$ cat config.mk
export PLATFORM = sky130hd
export DESIGN_NAME = mem_stage_lsu
export DESIGN_NICKNAME = d
export VERILOG_FILES = /design/src/rtl/riscv_pkg.sv /design/src/rtl/lsu_load_align.sv /design/src/rtl/mem_stage_lsu.sv
export SDC_FILE = /design/constraint.sdc
export NUM_CORES = 1
export LEC_CHECK = 0
export CORE_AREA = 2 2 149 151
export DETAILED_ROUTE_END_ITERATION = 8
export DIE_AREA = 0 0 151 153
export PLACE_DENSITY = 0.71
export SLEW_MARGIN = 20
export SYNTH_ARGS = -nofsm -noshare
export SYNTH_HDL_FRONTEND = slang
export SYNTH_SLANG_ARGS = --single-unit
$ cat constraint.sdc
create_clock -name clk_i -period 2.7 [get_ports clk_i]
set_input_delay 0.405 -clock clk_i [delete_from_list [all_inputs] [get_ports clk_i]]
set_output_delay 0.405 -clock clk_i [all_outputs]
set_load 0.01 [all_outputs]
$ cat src/rtl/riscv_pkg.sv
// rtl/riscv_pkg.sv - shared riscv_cpu types plus the load/store unit additions
package riscv_pkg;

  localparam int XLEN = 32;

  typedef enum logic [4:0] {
    ALU_ADD, ALU_SUB, ALU_SLL, ALU_SLT, ALU_SLTU, ALU_XOR, ALU_SRL, ALU_SRA,
    ALU_OR, ALU_AND, ALU_LUI, ALU_AUIPC, ALU_JAL, ALU_JALR,
    ALU_BEQ, ALU_BNE, ALU_BLT, ALU_BGE, ALU_BLTU, ALU_BGEU,
    ALU_LB, ALU_LH, ALU_LW, ALU_LBU, ALU_LHU, ALU_SB, ALU_SH, ALU_SW
  } alu_ctrl_e;

  typedef enum logic {
    IDLE,
    WAIT_RSP
  } lsu_state_e;

  typedef enum logic [1:0] {
    MS_B,
    MS_H,
    MS_W
  } mem_size_e;

  function automatic logic is_mem_op(alu_ctrl_e op);
    return op inside {ALU_LB, ALU_LH, ALU_LW, ALU_LBU, ALU_LHU, ALU_SB, ALU_SH, ALU_SW};
  endfunction

  function automatic mem_size_e mem_size(alu_ctrl_e op);
    mem_size_e sz;
    case (op)
      ALU_LB, ALU_LBU, ALU_SB: sz = MS_B;
      ALU_LH, ALU_LHU, ALU_SH: sz = MS_H;
      default:                 sz = MS_W;
    endcase
    return sz;
  endfunction

  function automatic logic is_unsigned_load(alu_ctrl_e op);
    return op inside {ALU_LBU, ALU_LHU};
  endfunction

endpackage

$ cat src/rtl/lsu_load_align.sv
// rtl/lsu_load_align.sv - byte-lane alignment: load shift/extend, store byte enables and data
module lsu_load_align
  import riscv_pkg::*;
(
  input  logic [XLEN-1:0] rdata_i,
  input  logic [1:0]      offset_i,
  input  mem_size_e       size_i,
  input  logic            unsigned_i,
  input  logic [XLEN-1:0] wdata_i,
  output logic [XLEN-1:0] load_data_o,
  output logic [3:0]      be_o,
  output logic [XLEN-1:0] wdata_o
);

  logic [4:0]      shamt;
  logic [XLEN-1:0] shifted;
  logic [3:0]      be_mask;
  logic [7:0]      be_wide;

  always_comb begin
    shamt       = {offset_i, 3'b000};
    shifted     = rdata_i >> shamt;
    wdata_o     = wdata_i << shamt;
    load_data_o = shifted;
    be_mask     = 4'b1111;
    case (size_i)
      MS_B: begin
        be_mask     = 4'b0001;
        load_data_o = unsigned_i ? {{(XLEN-8){1'b0}}, shifted[7:0]}
                                 : {{(XLEN-8){shifted[7]}}, shifted[7:0]};
      end
      MS_H: begin
        be_mask     = 4'b0011;
        load_data_o = unsigned_i ? {{(XLEN-16){1'b0}}, shifted[15:0]}
                                 : {{(XLEN-16){shifted[15]}}, shifted[15:0]};
      end
      default: ;
    endcase
    // Lanes pushed past byte 3 fall off the top of the 4-bit enable.
    be_wide = {4'b0000, be_mask} << offset_i;
    be_o    = be_wide[3:0];
  end

endmodule

$ cat src/rtl/mem_stage_lsu.sv
// rtl/mem_stage_lsu.sv - MEM stage: req/gnt/rvalid load/store FSM, bus timeout, MEM/WB register
// Optional: LSU_MISALIGN_EXC_EN turns misaligned halfword/word accesses into a local exception.
module mem_stage_lsu
  import riscv_pkg::*;
#(
  parameter int MAX_WAIT = 255
) (
  input  logic            clk_i,
  input  logic            rstn_i,
  input  logic            tb_update_i,
  input  logic [XLEN-1:0] pcM_i,
  input  logic [XLEN-1:0] instrM_i,
  input  alu_ctrl_e       operationM_i,
  input  logic [XLEN-1:0] memM_addr_i,
  input  logic [XLEN-1:0] memM_wr_data_i,
  input  logic            memM_wr_ena_i,
  input  logic [XLEN-1:0] rdM_data_i,
  input  logic [4:0]      rdM_addr_i,
  input  logic            rdM_wr_ena_i,
  output logic            dmem_req_o,
  input  logic            dmem_gnt_i,
  output logic            dmem_we_o,
  output logic [XLEN-1:0] dmem_addr_o,
  output logic [3:0]      dmem_be_o,
  output logic [XLEN-1:0] dmem_wdata_o,
  input  logic            dmem_rvalid_i,
  input  logic [XLEN-1:0] dmem_rdata_i,
  output logic            stall_o,
  output logic            bus_err_o,
  output logic            misalign_o,
  output logic [XLEN-1:0] pcW_o,
  output logic [XLEN-1:0] instrW_o,
  output logic [XLEN-1:0] rdW_data_o,
  output logic [4:0]      rdW_addr_o,
  output logic            rdW_wr_ena_o,
  output logic            tb_update_o
);

  lsu_state_e      state_q, state_d;
  logic [7:0]      cnt_q, cnt_d;
  logic [XLEN-1:0] pc_w_q, pc_w_d;
  logic [XLEN-1:0] instr_w_q, instr_w_d;
  logic [XLEN-1:0] rd_data_w_q, rd_data_w_d;
  logic [4:0]      rd_addr_w_q, rd_addr_w_d;
  logic            rd_wr_ena_w_q, rd_wr_ena_w_d;
  logic            tb_update_w_q, tb_update_w_d;

  logic            mem_op;
  mem_size_e       size;
  logic            misaligned;
  logic            req, stall, bus_err, misalign, suppress;
  logic [XLEN-1:0] load_data;
  logic [3:0]      be;
  logic [XLEN-1:0] wdata;

  assign mem_op = is_mem_op(operationM_i);
  assign size   = mem_size(operationM_i);

`ifdef LSU_MISALIGN_EXC_EN
  assign misaligned = mem_op && (((size == MS_H) && memM_addr_i[0]) ||
                                 ((size == MS_W) && (memM_addr_i[1:0] != 2'b00)));
`else
  assign misaligned = 1'b0;
`endif

  lsu_load_align u_align (
    .rdata_i     (dmem_rdata_i),
    .offset_i    (memM_addr_i[1:0]),
    .size_i      (size),
    .unsigned_i  (is_unsigned_load(operationM_i)),
    .wdata_i     (memM_wr_data_i),
    .load_data_o (load_data),
    .be_o        (be),
    .wdata_o     (wdata)
  );

  always_comb begin
    state_d  = state_q;
    cnt_d    = cnt_q;
    req      = 1'b0;
    stall    = 1'b0;
    bus_err  = 1'b0;
    misalign = 1'b0;
    suppress = 1'b0;
    case (state_q)
      IDLE: begin
        if (misaligned) begin
          misalign = 1'b1;
          suppress = 1'b1;
        end else if (mem_op) begin
          req   = 1'b1;
          stall = 1'b1;
          if (dmem_gnt_i) begin
            state_d = WAIT_RSP;
            cnt_d   = 8'd0;
          end
        end
      end
      WAIT_RSP: begin
        stall = 1'b1;
        cnt_d = cnt_q + 8'd1;
        if (dmem_rvalid_i) begin
          stall   = 1'b0;
          state_d = IDLE;
        end else if (cnt_q == 8'(MAX_WAIT)) begin
          stall    = 1'b0;
          bus_err  = 1'b1;
          suppress = 1'b1;
          state_d  = IDLE;
        end
      end
      default: state_d = IDLE;
    endcase
  end

  // A held-in-reset stage must not present a request even if EX/MEM still shows a load.
  assign dmem_req_o   = req && rstn_i;
  assign stall_o      = stall && rstn_i;
  assign bus_err_o    = bus_err && rstn_i;
  assign misalign_o   = misalign && rstn_i;
  assign dmem_we_o    = dmem_req_o && memM_wr_ena_i;
  assign dmem_addr_o  = dmem_req_o ? {memM_addr_i[XLEN-1:2], 2'b00} : '0;
  assign dmem_be_o    = dmem_req_o ? be : 4'b0000;
  assign dmem_wdata_o = (dmem_req_o && memM_wr_ena_i) ? wdata : '0;

  always_comb begin
    pc_w_d        = pc_w_q;
    instr_w_d     = instr_w_q;
    rd_data_w_d   = rd_data_w_q;
    rd_addr_w_d   = rd_addr_w_q;
    rd_wr_ena_w_d = 1'b0;
    tb_update_w_d = 1'b0;
    if (!stall) begin
      pc_w_d        = pcM_i;
      instr_w_d     = instrM_i;
      rd_addr_w_d   = rdM_addr_i;
      tb_update_w_d = tb_update_i;
      if (!mem_op) begin
        rd_data_w_d   = rdM_data_i;
        rd_wr_ena_w_d = rdM_wr_ena_i;
      end else begin
        rd_data_w_d   = (suppress || memM_wr_ena_i) ? '0 : load_data;
        rd_wr_ena_w_d = !suppress && !memM_wr_ena_i && rdM_wr_ena_i && (rdM_addr_i != 5'd0);
      end
    end
  end

  always_ff @(posedge clk_i or negedge rstn_i) begin
    if (!rstn_i) begin
      state_q       <= IDLE;
      cnt_q         <= 8'd0;
      pc_w_q        <= 32'h8000_0000;
      instr_w_q     <= 32'h0000_0013;
      rd_data_w_q   <= '0;
      rd_addr_w_q   <= 5'd0;
      rd_wr_ena_w_q <= 1'b0;
      tb_update_w_q <= 1'b0;
    end else begin
      state_q       <= state_d;
      cnt_q         <= cnt_d;
      pc_w_q        <= pc_w_d;
      instr_w_q     <= instr_w_d;
      rd_data_w_q   <= rd_data_w_d;
      rd_addr_w_q   <= rd_addr_w_d;
      rd_wr_ena_w_q <= rd_wr_ena_w_d;
      tb_update_w_q <= tb_update_w_d;
    end
  end

  assign pcW_o        = pc_w_q;
  assign instrW_o     = instr_w_q;
  assign rdW_data_o   = rd_data_w_q;
  assign rdW_addr_o   = rd_addr_w_q;
  assign rdW_wr_ena_o = rd_wr_ena_w_q;
  assign tb_update_o  = tb_update_w_q;

endmodule

==> results of run 1 <==
[logic make-up (layout without fill, tap and decap cells)]
| logic type | count (synthesis) | in the layout | share of synthesized area |
|---|---|---|---|
| AOI/OAI and AO/OA | 158 | 158 | 0.174 |
| xor gates and xnor gates | 6 | 6 | 0.00827 |
| adders and majority gates | 1 | 1 | 0.00197 |
| buffers and inverters | 69 | 463 | 0.0474 |
| DFF | 112 | 112 | 0.442 |
| muxes | 35 | 35 | 0.0555 |
| other | 1 | 5 | 0.000590 |
| and+or+nand+nor | 387 | 387 | 0.271 |
[worst max-delay path, stage by stage (launching register included)]
cell,delay [ns]
dfrtp_1,0.39
or3_4,0.36
or2_4,0.26
inv_4,0.07
nand2_4,0.07
buf_12,0.16
a211oi_1,0.21
dlygate4sd2_1,0.31
[flip-flops by register name, summed over array words and instances (netlist names)]
| register | flops |
|---|---|
| rdW_data_o | 32 |
| rdW_addr_o | 5 |
| state_q | 1 |
| instrW_o | 32 |
| rdW_wr_ena_o | 1 |
| tb_update_o | 1 |
| cnt_q | 8 |
| pcW_o | 32 |
[routing by layer]
layer  GRT usage  vias to the layer above  wire length (microns)
met2       0.401                      319                  13500
met5           0                        -                      0
li1            -                     3408                      -
met4      0.0801                        0                    762
met1       0.241                     3256                   9610
met3      0.0475                       40                   1990
[stage by stage]
step / utilization / hold slack, ns / total power, mW / area (sq um)
3_5_place_dp: 0.501 / 0.450 / 4.08 / 10800
3_3_place_gp: 0.501 / 0.447 / 4.05 / 10800
2_1_floorplan: - / 0.109 / 2.86 / 6360
5_1_grt: 0.516 / 0.283 / 5.65 / 11100
4_1_cts: 0.515 / 0.244 / 5.40 / 11100
6_report: 0.516 / 0.211 / 5.34 / 11100
[power by group]
group / total (mW) / internal, mW / switching (mW)
Clock: 1.31 / 0.671 / 0.638
Sequential: 2.10 / 1.95 / 0.150
Combinational: 1.93 / 1.05 / 0.875
[area by class of cell]
type,instances,share of cell area
timing repair buffer,440,0.386
clock buffer,11,0.0219
clock inverter,5,0.00429
antenna,2,0.000452
sequential,112,0.253
inverter,7,0.00260
tap,280,0.0316
multi-input combinational,590,0.300
[cells in the final DEF (no fill, tap or decap), types with 17 or more instances in the layout]
| cell type | synthesis | routed |
|---|---|---|
| a2111oi_0 | 23 | 23 |
| a211oi_1 | 55 | 53 |
| a21oi_1 | 43 | 43 |
| and2_1 | 47 | 43 |
| buf_4 | 4 | 48 |
| clkdlybuf4s50_1 | 0 | 307 |
| dfrtp_1 | 108 | 108 |
| dlygate4sd2_1 | 0 | 62 |
| mux2i_1 | 33 | 33 |
| nand2_1 | 219 | 218 |
| nor2_1 | 72 | 72 |
| nor2b_1 | 17 | 17 |
[worst max-delay path by stage]
stage                                  from                to  slack, ns  depth (start not counted)
after global routing        operationM_i[0]      dmem_be_o[3]      0.003                          7
after global placement      operationM_i[3]   dmem_wdata_o[0]      -0.59                          9
after detailed placement    operationM_i[3]  dmem_wdata_o[30]      -0.62                          9
final                     state_q$_DFF_PN0_  dmem_wdata_o[31]       0.10                          7
after floorplan              memM_addr_i[1]  dmem_wdata_o[24]       0.29                          6
after CTS                 state_q$_DFF_PN0_   dmem_wdata_o[6]      -0.04                          9
[timing repair]
action | CTS | global route
gates resized for setup | 115 | 4
pin swaps | 4 | 4
gates cloned | 0 | 0
endpoints found under the setup margin | 69 | 20
setup buffers | 2 | 2
==> results.toml, run 1 <==
[critical_path]
reg2reg_to = "rdW_data_o[22]$_DFFE_PN0N_"
crit_arrival_ns = 2.19
timing.rr.start = "cnt_q[0]$_DFFE_PN0P_"
ff2ff_path_depth = 8
cp_max_fo = 17
start_kind = "flip-flop"
crit_path_end_kind = "output port"
worstPathRequired_ns = 2.30
reg2reg_slack_ns = 0.38
worst-setup-path-type = "reg -> out"

[drt]
vias = 7023
drt-pass1-iter-count = 5
drtIter0Drc = 318
route.detailed.drc = 0
drt-total-wl_microns = 25900
via_per_inst = 4.85
ant_nets = 0
wl_per_cell_microns = 17.9

[finish]
drive_above_1_share = 0.0961
fin_cells = 1447
finalNetCount = 1370
areaGrowthSynthToFinish_pct = 74.3
nFillCells = 2040
multi_input_area_sq_um = 3320
seq_area_sq_um = 2810

[placed_design]
dp_cells = 1425
dp_hpwl_microns = 20500
port_buffers = 381
place_congestion = 0.899
place_ws_ns = -0.619

[timing]
worst_slack_ns = 0.100
setup_viol = 0
fin_crit_ns = 2.60
maxSlewViolCount = 0
fmax_ghz = 0.385
fin_skew_ns = 0.0143
rsz0062_at_grt = "false"
tightest_slew_ns = 0.751
finalCritPeriodShare = 0.963
tns_ns = 0
slew_headroom = 0.500
hold_viol = 0

[synth]
yosysSeqAreaShare = 0.442
yosys.area.top_type = "dfrtp_1"
synth_cell_type_count = 53
synth_most_common_cell = "nand2_1"
synth_top_cell_area_share = 0.425
yosysWarnings = 0
avgSynthCellArea_sq_um = 8.27
synth_edf_count = 0
synth_seq_cells = 112
synth_common_cells = "219 x nand2_1, 108 x dfrtp_1, 72 x nor2_1"
synth_top_flop_cell = "dfrtp_1"
async_reset_ff_frac = 1.00
syn_inst = 769
synth_area_leaders = "dfrtp_1 43%, nand2_1 13%, a211oi_1 6.5%"
synthesis.area_sq_um = 6360

[clock_tree]
cts_buffers = 9
root_buffer = "clkbuf_16"
cts_tree = "done"
cts_buffer_depth = 2
cts_hold_buf = 0
clk_latency_ns = 0.35
cts_sinks = 112
htreeDepth = 3
clkTransAtPathRegs_ns = 0.08

[grt]
grt_antenna_before_repair = 3
grt_pass1_vias = 6962
grt_max_degree = 59
grt_pass1_wl_microns = 38800
gr-total-overflow = 0
grt_usage = 0.217

[flow_run]
cap_violations = 0

[die]
ios = 385
die_w_microns = 151
initial_utilization = 0.296
fp.dieH_microns = 153
die_area_sq_um = 23100
rows = 54
core-area_sq_um = 21500

[power]
power_density_nw_per_um2 = 482
irDropWorstVdd_uv = 272
leakage_nw = 5.11

[hold_path]
hold_path.class = "in -> async"

[status]
outcome = "finished clean"
Note: power is estimated with default switching activity, not from simulation.
==> run 2, diff against run 1 <==
SLEW_MARGIN = unset   (was 20)
==> results of run 2 <==
Final layout, timing and power as in run 1 (identical DEF).
==> run 3, diff against run 2 <==
--- a/config.mk
+++ b/config.mk
@@ -13,2 +13,3 @@
 export SYNTH_HDL_FRONTEND = slang
 export SYNTH_SLANG_ARGS = --single-unit
+export TNS_END_PERCENT = 20
==> constraint.sdc (replaced) <==
create_clock -name clk_i -period 2.4 [get_ports clk_i]
set_input_delay 0.48 -clock clk_i [delete_from_list [all_inputs] [get_ports clk_i]]
set_output_delay 0.48 -clock clk_i [all_outputs]
set_load 0.01 [all_outputs]
==> run 3 against run 2 <==
  * The flow now finishes with violations (setup timing)
  * Hold slack improved by 0.080 ns
  * Sequential cell count did not move
  * Cell count rose by 3.5%
  * First-iteration DRC count fell by 13%
  * Wire length rose by 3.4%
  * Count of clock-buffer cells in the layout did not move
  * Design area rose by 3.1%
  * Worst setup slack got worse by 0.33 ns
  * Clock skew rose by 0.0025 ns
  * Die area did not move
  * Sequential share of layout area fell by 0.77 points
  * Largest power group unchanged
==> results.toml, run 3 (synthesis results as in run 1) <==
[grt]
grt_antenna_before_repair = 3
grt_pass1_wl_microns = 39500
gr-total-overflow = 0
grt_pass1_vias = 7424
grt_usage = 0.221
grt_max_degree = 65

[power]
irDropWorstVdd_uv = 301
leakage_nw = 5.24
power_mw = 6.07
power_density_nw_per_um2 = 531

[clock_tree]
cts_sinks = 112
cts_hold_buf = 0
htreeDepth = 3
root_buffer = "clkbuf_16"
clkTransAtPathRegs_ns = 0.08
cts_tree = "done"
clk_latency_ns = 0.35
cts_buffers = 9
cts_buffer_depth = 2

[critical_path]
worstPathRequired_ns = 1.92
max_stage_delay_ns = 0.39
cp_cell_sequence = "buf_6 -> xnor2_4 -> or3_4 -> or2_4 -> inv_4 -> nand2_4 -> nor3_4 -> buf_6 -> buf_6 -> and2_4 -> buf_6"
crit_path_end_kind = "output port"
cp_top_family = "simple AND/OR/NAND/NOR gates"
slowest_stage = "or3_4"
cp_num_buf_inv = 5
crit_top_cell = "buf_6"
cp_max_fo = 4
worst-setup-path-type = "in -> out"
start_kind = "input pin"
crit_arrival_ns = 2.15

[drt]
drtIter0Drc = 276
drt-pass1-iter-count = 4
vias = 7259
drt-total-wl_microns = 26700
wl_per_cell_microns = 17.9
via_per_inst = 4.85
ant_nets = 0
route.detailed.drc = 0

[finish]
drive_above_1_share = 0.208
nFillCells = 2006
final_cell_mix = "303 x clkdlybuf4s50_1, 217 x nand2_1, 108 x dfrtp_1, 93 x buf_4, 59 x nor2_1"
areaGrowthSynthToFinish_pct = 79.8
final_common_cell = "clkdlybuf4s50_1"
seq_area_sq_um = 2810
multi_input_area_sq_um = 3470
finalNetCount = 1419

[status]
violations = "setup timing"
outcome = "complete, but fails checks"

[timing]
maxSlewViolCount = 0
rsz0062_at_grt = "true"
fmax_ghz = 0.380
fin_crit_ns = 2.63
setup_viol = 59
tightest_slew_ns = 0.806
tns_ns = -4.75
fin_skew_ns = 0.0168
finalCritPeriodShare = 1.10
hold_viol = 0
worst_slack_ns = -0.232
slew_headroom = 0.463

[die]
die_w_microns = 151
fp.dieH_microns = 153
die_area_sq_um = 23100
initial_utilization = 0.296
ios = 385
core-area_sq_um = 21500
rows = 54

[placed_design]
dp_hpwl_microns = 21200
place_ws_ns = -1.01
port_buffers = 381
place_congestion = 0.854

[flow_run]
cap_violations = 0

[hold_path]
hold_path.class = "in -> async"
-- run 3: changes by cell type in the layout (fill, tap and decap cells not counted), sizes merged --
cell           before  now
buf                69  180
clkbuf             11   13
clkdlybuf4s15       2    0
clkdlybuf4s50     307  303
clkinvlp            1    3
diode               2    3
dlygate4sd2        62    3
dlymetal6s2s        0    1
inv                10    8
-- run 3: per-layer routing --
layer | up-vias | share of wire | GRT usage
met4 | 0 | 0.036 | 0.0797
met1 | 3382 | 0.36 | 0.232
met3 | 55 | 0.075 | 0.0522
met2 | 314 | 0.53 | 0.422
li1 | 3508 | - | -
met5 | - | 0 | 0
-- run 3: what timing repair did --
item / 4_1_cts / 5_1_grt
hold endpoints to repair: 0 / 0
setup endpoints to repair: 86 / 85
resized for setup: 329 / 38
setup buffers: 7 / 3
pin swaps: 12 / 10
gates cloned: 0 / 1
-- run 3: area by class of cell --
cell class	instances	share of cell area
Timing Repair Buffer	489	0.393
Multi-Input combinational cell	590	0.304
Sequential cell	112	0.246
Tap cell	280	0.0307
Clock buffer	11	0.0204
Clock inverter	5	0.00372
Inverter	7	0.00252
Antenna cell	3	0.000657
-- run 3: through the flow --
stage / utilization / hold slack (ns) / instances / area, sq um
after detailed placement: 0.516 / 0.448 / 1467 / 11100
after CTS: 0.523 / 0.325 / 1490 / 11200
after global placement: 0.516 / 0.446 / 1467 / 11100
after global routing: 0.532 / 0.350 / 1496 / 11400
final: 0.532 / 0.290 / 1497 / 11400
after floorplan: - / 0.184 / 771 / 6370
-- run 3: worst paths after layout --
path | start | to | slack [ns] | cells after the start
hold / removal | rstn_i | rdW_data_o[26]$_DFFE_PN0N_ | 0.29 | 2
min in group clk_i | pcW_o[31]$_DFFE_PN1N_ | pcW_o[31]$_DFFE_PN1N_ | 0.46 | 2
setup / recovery | operationM_i[3] | dmem_wdata_o[5] | -0.23 | 11
hold reg to reg | pcW_o[31]$_DFFE_PN1N_ | pcW_o[31]$_DFFE_PN1N_ | 0.46 | 2
setup reg to reg | state_q$_DFF_PN0_ | rdW_data_o[23]$_DFFE_PN0N_ | 0.24 | 9
max in group asynchronous | rstn_i | rdW_data_o[17]$_DFFE_PN0N_ | 0.83 | 3
-- run 3: worst register-to-register path, stage by stage, from the launching register on --
cell and delay, ns:
dfrtp_1 0.39, buf_4 0.18, nand2b_1 0.12, buf_4 0.12, o31ai_2 0.05, buf_4 0.15
or2_1 0.22, or3_1 0.35, buf_4 0.21, a211oi_1 0.26
-- run 3: where the power goes --
| part | internal [mW] | leakage (nW) | switching, mW |
|---|---|---|---|
| Clock | 0.716 | 0.124 | 0.720 |
| Combinational | 1.24 | 3.76 | 1.03 |
| Sequential | 2.19 | 1.36 | 0.173 |
| Total | 4.15 | 5.24 | 1.92 |
==> patch 1: new RTL, flow settings as in run 1 <==
Add a define of `LSU_MISALIGN_EXC_EN`.
--- a/src/rtl/mem_stage_lsu.sv
+++ b/src/rtl/mem_stage_lsu.sv
@@ -1,5 +1,7 @@
 // rtl/mem_stage_lsu.sv - MEM stage: req/gnt/rvalid load/store FSM, bus timeout, MEM/WB register
 // Optional: LSU_MISALIGN_EXC_EN turns misaligned halfword/word accesses into a local exception.
+`define LSU_MISALIGN_EXC_EN
+
 module mem_stage_lsu
   import riscv_pkg::*;
 #(
Function: changed (Yosys sat finds a counterexample within 4 cycles, from zero or initial values and one cycle with rstn_i low).
==> patch 1 against run 1 <==
- register-to-register slack improved by 0.28 ns
- sequential cell count did not move
- worst setup slack improved by 0.069 ns
- synthesized area rose by 0.83%
- cell area rose by 1.1%
- die area did not move
- routed wire length fell by 3.9%
- total power fell by 7.1%
- largest power group unchanged
==> patch 1: results (changes against run 1) <==
STATUS
--------------------------------------------------------------------------
Run status .................................................. complete, no violations

GLOBAL ROUTING
--------------------------------------------------------------------------
Fraction of met2 tracks used by global routing ..............        34.1%   -6.0 points
Largest net degree at the start of global routing ...........           67   +14%
Grt met1 use ................................................        28.3%   +4.2 points
First-pass GRT wire length .................................. 38000 microns   -1.9%
Met3 GRT Util ...............................................        5.49%   +0.75 points

LAYOUT
--------------------------------------------------------------------------
Cell Count, Final, Fillers Out ..............................         1289   -11%
Number of sequential storage elements .......................          112   unchanged
Filler Cells Inserted .......................................         1951   -4.4%
Inverters ...................................................            3   -4
Buffers excl. clock .........................................          447   +1.6%
Non-clock buffer share of cell area .........................        38.6%   +0.044 points
Proportion of layout cells with a drive suffix above 1 ......        21.7%   +12 points

TIMING
--------------------------------------------------------------------------
Relative slew margins .......................................        42.0%   -8.0 points
Final critical-path share of the clock period ...............        93.7%   -2.6 points
Worst setup skew after layout ...............................   0.00761 ns   -0.00667 ns

CRITICAL PATH
--------------------------------------------------------------------------
Worst-case register-to-register setup slack .................      0.66 ns   +0.28 ns
Crit. Startpoint ............................................ operationM_i[4]
End point of the critical path .............................. dmem_wdata_o[30]
Largest fanout on the critical path .........................           15   -2
Arrival time of data at the critical path endpoint ..........      2.13 ns   -0.06 ns

PLACEMENT
--------------------------------------------------------------------------
Port buffer count ...........................................          382   +0.26%
Half-perimeter wire length of the detailed placement result . 19500 microns   -4.6%

LOGIC SYNTHESIS
--------------------------------------------------------------------------
Ranking of synthesized cells by area ........................ dfrtp_1 (42%), mux2_2 (16%), mux2i_1 (5.2%)
Main combinational cell family by area after synthesis ...... multiplexers
Share of cell area taken by muxes after synthesis ...........        21.8%   +16 points
Xor and xnor area share after synthesis .....................        1.09%   +0.27 points
Mapped cell area ............................................   6410 sq um   +0.83%
Post-Syn Instances ..........................................          592   -23%

PWR
--------------------------------------------------------------------------
Worst vdd ir ................................................       375 uV   +38%
PwrDens .....................................................  442 nW/um^2   -8.1%

ROUTING
--------------------------------------------------------------------------
Wire length on met2 ......................................... 11800 microns   -13%
Vias per std cell ...........................................         4.86   +0.17%
Drt initial violations ......................................          274   -14%

==> patch 1: changes by cell type after synthesis, moves of 8 or more <==
cell       before  now
nor2_1         72   48
o211ai_1        1    9
a221o_1         1   15
a211oi_1       55   16
mux2_2          2   91
a21o_1          0    8
a2111oi_0      23    0
nand2_1       219   30
buf_2           4   14
a21oi_1        43    9
and3_1          2   17
clkbuf_1       48   16
==> patch 1: power by group <==
| group | total [mW] | internal [mW] | switching [mW] |
|---|---|---|---|
| Sequential | 1.98 | 1.87 | 0.114 |
| Clock | 1.39 | 0.668 | 0.724 |
| Combinational | 1.58 | 0.950 | 0.630 |
==> patch 1: repair_timing <==
item | CTS | global route
setup endpoints to repair | 70 | 52
buffers inserted | 4 | 0
gates cloned | 1 | 0
pin swaps | 2 | 2
hold endpoints to repair | 0 | 0
gates resized for setup | 112 | 20
==> patch 2: new RTL, flow settings as in run 1 <==
Made on the original files. Put a register stage on the output `bus_err_o`. The value now appears one clock later. The other outputs are not delayed to match.
--- a/src/rtl/mem_stage_lsu.sv
+++ b/src/rtl/mem_stage_lsu.sv
@@ -116,7 +116,9 @@
   // A held-in-reset stage must not present a request even if EX/MEM still shows a load.
   assign dmem_req_o   = req && rstn_i;
   assign stall_o      = stall && rstn_i;
-  assign bus_err_o    = bus_err && rstn_i;
+  always_ff @(posedge clk_i) begin
+    bus_err_o <= bus_err && rstn_i;
+  end
   assign misalign_o   = misalign && rstn_i;
   assign dmem_we_o    = dmem_req_o && memM_wr_ena_i;
   assign dmem_addr_o  = dmem_req_o ? {memM_addr_i[XLEN-1:2], 2'b00} : '0;
Formal check against the unedited RTL: same outputs for any inputs over 4 cycles, from zero or initial values and one cycle with rstn_i low; that may be too few to reach the edited logic, so the function may still have changed.
==> patch 2 against run 1 <==
- cell area up 2.0%
- worst hold slack worse by 0.034 ns
- total power up 17%
- sequential cell count grew 1
- worst setup slack got worse by 0.027 ns
- clock power rose by 72%
- synthesized area rose by 0.31%
- routed wire length grew 0.79%
- first-iteration DRC count rose by 49%
- via count rose by 0.40%
- critical endpoint is now dmem_wdata_o[1]
- sequential share of layout area fell by 0.31 points
==> patch 2: results (changes against run 1) <==
STATUS
--------------------------------------------------------------------------
Run status .................................................. complete, no violations

CTS
--------------------------------------------------------------------------
Total CTS buffers ...........................................           17   +8
Clock sinks .................................................          113   +0.89%
CTS clock-pin slew for the worst setup and hold paths .......      0.06 ns   -0.02 ns

PWR
--------------------------------------------------------------------------
Internal power of the cells .................................      4.39 mW   +19%
Worst vdd ir ................................................       342 uV   +26%
Leakage power figure ........................................      5.15 nW   +0.77%

LAYOUT
--------------------------------------------------------------------------
Filler Cells Inserted .......................................         1963   -3.8%
Area of the multi-input gates ...............................   3350 sq um   +0.90%
Non-clock buffer share of cell area .........................        36.6%   -2.0 points
Layout area overhead ........................................        77.2%
Clock network contribution to total cell area ...............        5.25%   +2.6 points
Buffers excl. clock .........................................          436   -0.91%
Cell Count, Final, Fillers Out ..............................         1460   +0.90%
Proportion of layout cells with a drive suffix above 1 ......        13.0%   +3.4 points
Sequential portion of the cell area .........................        25.0%   -0.31 points

PLACEMENT
--------------------------------------------------------------------------
Area post-placement .........................................  10700 sq um   -1.0%
Routability cong. ...........................................        0.836   -7.0%
Setup slack at placement ....................................    -0.602 ns   +0.0166 ns
Placed Cells ................................................         1415   -0.70%
Half-perimeter wire length of the detailed placement result . 19900 microns   -2.9%

GLOBAL ROUTING
--------------------------------------------------------------------------
First-pass GRT wire length .................................. 39600 microns   +2.0%
Gr usage total ..............................................        22.4%   +0.64 points
Largest net degree at the start of global routing ...........           96   +63%

LOGIC SYNTHESIS
--------------------------------------------------------------------------
Sequential fraction of the synthesis area ...................        44.3%   +0.18 points
Post-synthesis cell type count ..............................           54   +1.9%
Post-synthesis average cell area ............................   8.28 sq um   +0.18%
Ranking of synthesized cells by area ........................ dfrtp_1 (42%), nand2_1 (13%), a211oi_1 (6.5%)
Area fraction in compound gates after synthesis .............        17.3%   -0.055 points
Share of cell area taken by muxes after synthesis ...........        5.53%   -0.017 points
Adder and majority gate portion of the synthesized area .....       0.196%   -0.00062 points

CRITICAL PATH
--------------------------------------------------------------------------
Cells on worst reg2reg path .................................            7   -1
Reg-to-reg critical path startpoint .........................     cnt_q[1]
Crit path max-delay cell type ...............................      dfrtp_1
Worst-case register-to-register setup slack .................      0.26 ns   -0.12 ns
Largest fanout on the critical path .........................            5   -12
End point of the critical path .............................. dmem_wdata_o[1]

TIMING
--------------------------------------------------------------------------
Worst setup skew after layout ...............................    0.0102 ns   -0.00404 ns
Worst Hold Slack ............................................     0.176 ns   -0.0344 ns
Final critical-path share of the clock period ...............        97.3%   +0.98 points
Relative slew margins .......................................        30.1%   -20 points

ROUTING
--------------------------------------------------------------------------
Drt initial violations ......................................          475   +49%

-- patch 2: repair_timing --
action                                  in CTS  in global routing
endpoints found under the setup margin      68                 58
resized for setup                          179                 17
hold endpoints to repair                     0                  0
setup buffers                               10                  1
pin swaps                                   12                  5
hold buffers                                 0                  0
-- patch 2: power groups by stage --
stage               clock, mW  combinational, mW  sequential [mW]
finish                   2.25               1.90             2.12
global route             2.39               2.06             2.15
CTS                      2.31               1.92             2.12
detailed placement          0               1.91             2.15
global placement            0               1.89             2.14
floorplan                   0              0.618             2.26
-- patch 2: cell families after synthesis --
logic type	Yosys count
mux	35
simple gates	387
compound gates	158
other cells	1
buf+inv	69
fa+ha+maj	1
xor+xnor	6
flops	113
-- patch 2: per-layer routing --
metal	vias to the layer above	wire (microns)	track usage, %
li1	3429	-	-
met1	3273	9690	24.0
met2	300	13600	41.6
met3	47	1940	5.46
met4	2	826	8.72
met5	-	13	0
